## src/rtl/neuron_pkg.sv

```systemverilog
// Shared definitions for the neuron datapath (synaptic sum, potential, spike stages).
// Holds the width derivation, the pass FSM encoding and the saturation bounds.
package neuron_pkg;

   localparam int unsigned N_STAGE_DEF = 6;

   // Datapath width used by every stage: two guard bits above n_stage.
   function automatic int unsigned calc_w(input int unsigned n_stage);
      return n_stage + 2;
   endfunction

   // Signed two's-complement bounds for a w-bit datapath.
   function automatic int sat_max(input int unsigned w);
      return (1 <<< (w - 1)) - 1;
   endfunction

   function automatic int sat_min(input int unsigned w);
      return -(1 <<< (w - 1));
   endfunction

   localparam int unsigned W_DEF   = calc_w(N_STAGE_DEF);
   localparam int          SAT_MAX = sat_max(W_DEF);
   localparam int          SAT_MIN = sat_min(W_DEF);

   typedef enum logic [1:0] {
      IDLE = 2'd0,
      ACC  = 2'd1,
      DONE = 2'd2
   } state_t;

endpackage

```

## src/rtl/synapse_weight_rf.sv

```systemverilog
// Synaptic weight register file: n_syn x W flops, one synchronous write port,
// one asynchronous read port, asynchronous active-low clear.
// Ports: clk, rst_n, wr_en/wr_addr/wr_data (write), idx (read index), weight (read data).
module synapse_weight_rf #(
   parameter int unsigned n_syn = 8,
   parameter int unsigned W     = 8,
   parameter int unsigned A     = 3
) (
   input  logic         clk,
   input  logic         rst_n,
   input  logic         wr_en,
   input  logic [A-1:0] wr_addr,
   input  logic [W-1:0] wr_data,
   input  logic [A-1:0] idx,
   output logic [W-1:0] weight
);

   logic [W-1:0] mem [n_syn];

   // Addresses at or beyond n_syn are dropped.
   always_ff @(posedge clk or negedge rst_n) begin
      if (!rst_n) begin
         for (int k = 0; k < int'(n_syn); k++) begin
            mem[k] <= '0;
         end
      end else if (wr_en && (32'(wr_addr) < 32'(n_syn))) begin
         mem[wr_addr] <= wr_data;
      end
   end

   // Read sees the pre-write contents when read and write collide.
   assign weight = mem[idx];

endmodule

```

## src/rtl/synapse_sum_acc.sv

```systemverilog
// Serial synaptic accumulator: on start, latches the spike vector and walks it
// one synapse per cycle, adding the weight of each firing synapse with
// per-step saturation; the result is presented with a one-cycle valid pulse.
// Ports: clk, rst_n; wr_en/wr_addr/wr_data program weights; start/spikes_in
// launch a pass; sum_wx/sat_flag hold the last result; sum_valid pulses when
// they update; busy is high while a pass is in progress.
module synapse_sum_acc
   import neuron_pkg::*;
#(
   parameter  int unsigned n_stage = N_STAGE_DEF,
   parameter  int unsigned n_syn   = 8,
   localparam int unsigned W       = calc_w(n_stage),
   localparam int unsigned A       = (n_syn > 1) ? $clog2(n_syn) : 1
) (
   input  logic             clk,
   input  logic             rst_n,
   input  logic             wr_en,
   input  logic [A-1:0]     wr_addr,
   input  logic [W-1:0]     wr_data,
   input  logic             start,
   input  logic [n_syn-1:0] spikes_in,
   output logic [W-1:0]     sum_wx,
   output logic             sum_valid,
   output logic             sat_flag,
   output logic             busy
);

   localparam logic [W-1:0] SAT_MAX_W = W'(sat_max(W));
   localparam logic [W-1:0] SAT_MIN_W = W'(sat_min(W));
   localparam logic [A-1:0] IDX_LAST  = A'(n_syn - 1);

   state_t             state, state_nx;
   logic [A-1:0]       idx, idx_nx;
   logic [n_syn-1:0]   spikes_q, spikes_nx;
   logic [W-1:0]       acc, acc_nx;
   logic               sat_q, sat_nx;
   logic [W-1:0]       sum_nx;
   logic               sat_flag_nx;
   logic               sum_valid_nx;
   logic               busy_nx;

   logic [W-1:0]       weight;
   logic [W:0]         sum_ext;
   logic               pos_ovf, neg_ovf;
   logic [W-1:0]       add_res;

   synapse_weight_rf #(
      .n_syn (n_syn),
      .W     (W),
      .A     (A)
   ) u_rf (
      .clk     (clk),
      .rst_n   (rst_n),
      .wr_en   (wr_en),
      .wr_addr (wr_addr),
      .wr_data (wr_data),
      .idx     (idx),
      .weight  (weight)
   );

   // Saturating add: form the sum one bit wider, clamp when the top two bits disagree.
   always_comb begin
      sum_ext = {acc[W-1], acc} + {weight[W-1], weight};
      pos_ovf = ~sum_ext[W] &  sum_ext[W-1];
      neg_ovf =  sum_ext[W] & ~sum_ext[W-1];
      if (pos_ovf) begin
         add_res = SAT_MAX_W;
      end else if (neg_ovf) begin
         add_res = SAT_MIN_W;
      end else begin
         add_res = sum_ext[W-1:0];
      end
   end

   // Next-state and next-output logic.
   always_comb begin
      state_nx     = state;
      idx_nx       = idx;
      spikes_nx    = spikes_q;
      acc_nx       = acc;
      sat_nx       = sat_q;
      sum_nx       = sum_wx;
      sat_flag_nx  = sat_flag;
      sum_valid_nx = 1'b0;

      unique case (state)
         IDLE: begin
            if (start) begin
               spikes_nx = spikes_in;
               acc_nx    = '0;
               sat_nx    = 1'b0;
               idx_nx    = '0;
               state_nx  = ACC;
            end
         end
         ACC: begin
            if (spikes_q[idx]) begin
               acc_nx = add_res;
               if (pos_ovf || neg_ovf) begin
                  sat_nx = 1'b1;
               end
            end
            if (idx == IDX_LAST) begin
               idx_nx   = '0;
               state_nx = DONE;
            end else begin
               idx_nx = idx + A'(1);
            end
         end
         DONE: begin
            sum_nx       = acc;
            sat_flag_nx  = sat_q;
            sum_valid_nx = 1'b1;
            state_nx     = IDLE;
         end
         default: begin
            state_nx = IDLE;
         end
      endcase

      busy_nx = (state_nx != IDLE);
   end

   // State, datapath and output registers.
   always_ff @(posedge clk or negedge rst_n) begin
      if (!rst_n) begin
         state     <= IDLE;
         idx       <= '0;
         spikes_q  <= '0;
         acc       <= '0;
         sat_q     <= 1'b0;
         sum_wx    <= '0;
         sat_flag  <= 1'b0;
         sum_valid <= 1'b0;
         busy      <= 1'b0;
      end else begin
         state     <= state_nx;
         idx       <= idx_nx;
         spikes_q  <= spikes_nx;
         acc       <= acc_nx;
         sat_q     <= sat_nx;
         sum_wx    <= sum_nx;
         sat_flag  <= sat_flag_nx;
         sum_valid <= sum_valid_nx;
         busy      <= busy_nx;
      end
   end

endmodule

```

## config.mk

```make
export PLATFORM = sky130hd
export DESIGN_NAME = synapse_sum_acc
export DESIGN_NICKNAME = d
export VERILOG_FILES = /design/src/rtl/neuron_pkg.sv /design/src/rtl/synapse_weight_rf.sv /design/src/rtl/synapse_sum_acc.sv
export SDC_FILE = /design/constraint.sdc
export NUM_CORES = 1
export LEC_CHECK = 0
export CAP_MARGIN = 20
export CORE_MARGIN = 4
export CORE_UTILIZATION = 30
export CTS_BUF_LIST = sky130_fd_sc_hd__clkbuf_16
export CTS_CLUSTER_DIAMETER = 80
export DETAILED_ROUTE_END_ITERATION = 10
export MAX_ROUTING_LAYER = met4
export RECOVER_POWER = 100
export REMOVE_ABC_BUFFERS = 1
export SLEW_MARGIN = 20
export SYNTH_ARGS = -nofsm -noshare
export SYNTH_HDL_FRONTEND = slang
export SYNTH_HIERARCHICAL = 1
export SYNTH_SLANG_ARGS = --single-unit
```

## constraint.sdc

```tcl
create_clock -name clk -period 8.1 [get_ports clk]
set_input_delay 0.81 -clock clk [delete_from_list [all_inputs] [get_ports clk]]
set_output_delay 0.81 -clock clk [all_outputs]
set_load 0.05 [all_outputs]
```

==> flow_summary.json <==
{
  "violations": "max-capacitance violations, max-slew violations",
  "max_stage_delay_ns": 1.09,
  "period_minus_slack_ns": 4.65,
  "cp.arrival_ns": 4.92,
  "fp.dieW_um": 135,
  "final_cell_mix": "dfrtp_1 (97), mux2_2 (89), mux4_1 (17), clkdlybuf4s50_1 (17), dlygate4sd3_1 (15)",
  "wl_per_cell_um": 16.7,
  "drc": 0,
  "status": "finished with violations",
  "holdBufCountCts": 0,
  "end_kind": "flip-flop",
  "maxCapViolCount": 2,
  "final_util": 0.353,
  "syn_area_per_cell_um2": 14.7,
  "rrSetupSlack_ns": 3.45,
  "slew_viol_final": 45,
  "cts_tree": "yes",
  "drt-initial-drc-count": 167,
  "ys.flop_type": "dfrtp_1",
  "grt_pass1_vias": 2930,
  "cts_root_buffer": "clkbuf_16",
  "cts.reportedPaths.clkPinSlew_ns": 0.06,
  "async_reset_ff_frac": 1.00,
  "post_cts_resized": 0,
  "gp_congestion": 0.842,
  "worst_pin_slew_ns": 2.41,
  "routed_via_density": 4.88,
  "worstPathMaxFanout": 21,
  "portBuffers": 33,
  "min_period_over_period": 0.574,
  "hold_viol": 0,
  "syn_inst": 328,
  "die_height_um": 135,
  "post_cts_buffers": 0,
  "io_pins": 34,
  "tns_ns": 0,
  "ant_nets": 0,
  "grtUsageTotal": 0.116,
  "cp-start-kind": "flip-flop",
  "grt_max_degree": 64,
  "ctsHtreeMaxLevel": 3,
  "p_leak_nw": 2.43,
  "drive_gt1_frac": 0.301,
  "slew_headroom": -0.631,
  "final.setup_skew_ns": 0.00929,
  "via_count": 2835,
  "clk_latency_ns": 0.34,
  "dr.pass1.iters": 4,
  "hold_class": "flip-flop to flip-flop",
  "yosysSeqAreaShare": 0.504,
  "drt_wl_total_um": 9730,
  "final_net_count": 397,
  "start_util": 0.305,
  "ys_warn_count": 6,
  "core-area_um2": 15800,
  "finalSetupViolCount": 0,
  "synth-edff-count": 0,
  "rows": 46,
  "max_freq_mhz": 215,
  "diodes": 0,
  "antenna_found_initial": 0,
  "crit_type": "flip-flop to flip-flop",
  "dp_hpwl_um": 6430,
  "slowest_stage": "dfrtp_1",
  "critPathRequiredTime_ns": 8.36,
  "die-area_um2": 18200,
  "grt_overflow": 0,
  "final_common_cell": "dfrtp_1",
  "ys_ff_latch": 97,
  "peakVddDrop_uv": 174,
  "p_per_area_nw_per_um2": 418,
  "yosysUniqueCellTypes": 46,
  "rsz0062_at_grt": "no",
  "numCtsBuffers": 9,
  "syn_area_um2": 4820,
  "crit_chain": "mux4_1 -> mux2_2 -> ha_1 -> a211o_1 -> a21oi_1 -> o221ai_1 -> xnor2_1 -> ha_1 -> or4b_2 -> a21oi_1 -> nor3b_1 -> mux2i_1",
  "area_growth_pct": 15.8,
  "cts_sinks": 97,
  "clock_path_buffers": 2,
  "grt_pass1_wl_um": 15900
}
==> per-stage QoR <==
stage	area (µm²)	hold slack [ns]	cells	power, mW	setup WS, ns
2_1_floorplan	4720	0.444	313	1.67	4.04
6_report	5580	0.490	581	2.33	3.45
4_1_cts	5610	0.435	581	2.36	3.43
3_3_place_gp	5350	0.466	566	1.93	3.54
3_5_place_dp	5350	0.479	566	1.97	3.40
5_1_grt	5580	0.508	581	2.52	3.16
==> synth_stat cells, types with 2 or more instances <==
cell	number	share of area
nor2_1	10	0.0078
nor2b_1	2	0.0026
dfrtp_1	97	0.50
nor4bb_1	3	0.0062
inv_1	9	0.0070
a21o_1	6	0.0093
nand4b_1	3	0.0055
a211oi_1	3	0.0047
or2_2	2	0.0026
a211o_1	2	0.0036
mux2i_1	8	0.017
mux2_2	89	0.21
nand4_1	2	0.0026
ha_1	12	0.031
o21ai_0	5	0.0052
mux4_1	17	0.093
clkbuf_1	3	0.0023
o211ai_1	2	0.0031
buf_6	2	0.0047
a21oi_1	6	0.0062
xor2_1	2	0.0036
nor3b_1	2	0.0031
nand2_1	11	0.0086
buf_2	8	0.0083
==> critical path, delay by kind of cell (launching register included) <==
| family | cells | cell delay, ns |
|---|---|---|
| mux | 3 | 1.05 |
| xor+xnor | 1 | 0.17 |
| compound gates | 4 | 0.88 |
| flops | 1 | 1.09 |
| fa+ha+maj | 2 | 0.60 |
| simple gates | 2 | 0.77 |
==> report_power, final <==
| part | switching [mW] | internal [mW] | total [mW] | leakage [nW] |
|---|---|---|---|---|
| Sequential | 0.132 | 0.632 | 0.764 | 1.18 |
| Clock | 0.176 | 0.205 | 0.380 | 0.130 |
| Combinational | 0.589 | 0.601 | 1.19 | 1.12 |
| Total | 0.897 | 1.44 | 2.33 | 2.43 |
==> routing by layer <==
| layer | global-route usage | wire, µm | vias up |
|---|---|---|---|
| met5 | - | 0 | - |
| met4 | 0.0351 | 170 | 0 |
| met3 | 0.0279 | 304 | 15 |
| met2 | 0.173 | 4470 | 49 |
| met1 | 0.157 | 4790 | 1456 |
| li1 | - | - | 1315 |
==> cell families after synthesis <==
group,Yosys count,synth area share
AO/OA/AOI/OAI,32,0.0459
XOR/XNOR,3,0.00545
adder cells (fa/ha/maj),13,0.0353
buffers and inverters,24,0.0273
flip-flops,97,0.504
multiplexers,116,0.325
AND/OR/NAND/NOR,43,0.0576
==> area by class of cell <==
class	instances	area, µm²
tap	216	270
clock buffer	9	225
clock inverter	6	37.5
multi-input combinational	207	2250
sequential	97	2430
timing repair buffer	37	343
fill	1521	10200
inverter	9	33.8
==> state kept, by name (all words and copies together) (netlist names) <==
signal,cells
sum_wx,8
sat_flag,1
state,2
acc,8
sum_valid,1
sat_q,1
idx,3
spikes_q,8
busy,1
u_rf/mem,64
==> final timing paths <==
path,from,to,depth (start not counted)
setup / recovery,idx[0]$_DFFE_PN0P_,acc[5]$_DFFE_PN0P_,12
hold / removal,sat_q$_DFFE_PN0P_,sat_q$_DFFE_PN0P_,2
setup reg to reg,idx[0]$_DFFE_PN0P_,acc[5]$_DFFE_PN0P_,12
hold reg to reg,sat_q$_DFFE_PN0P_,sat_q$_DFFE_PN0P_,2
max in group asynchronous,rst_n,u_rf/mem[11]$_DFFE_PN0P_,2
min in group asynchronous,rst_n,busy$_DFF_PN0_,1
No activity file was read; power rests on OpenSTA's default activity.
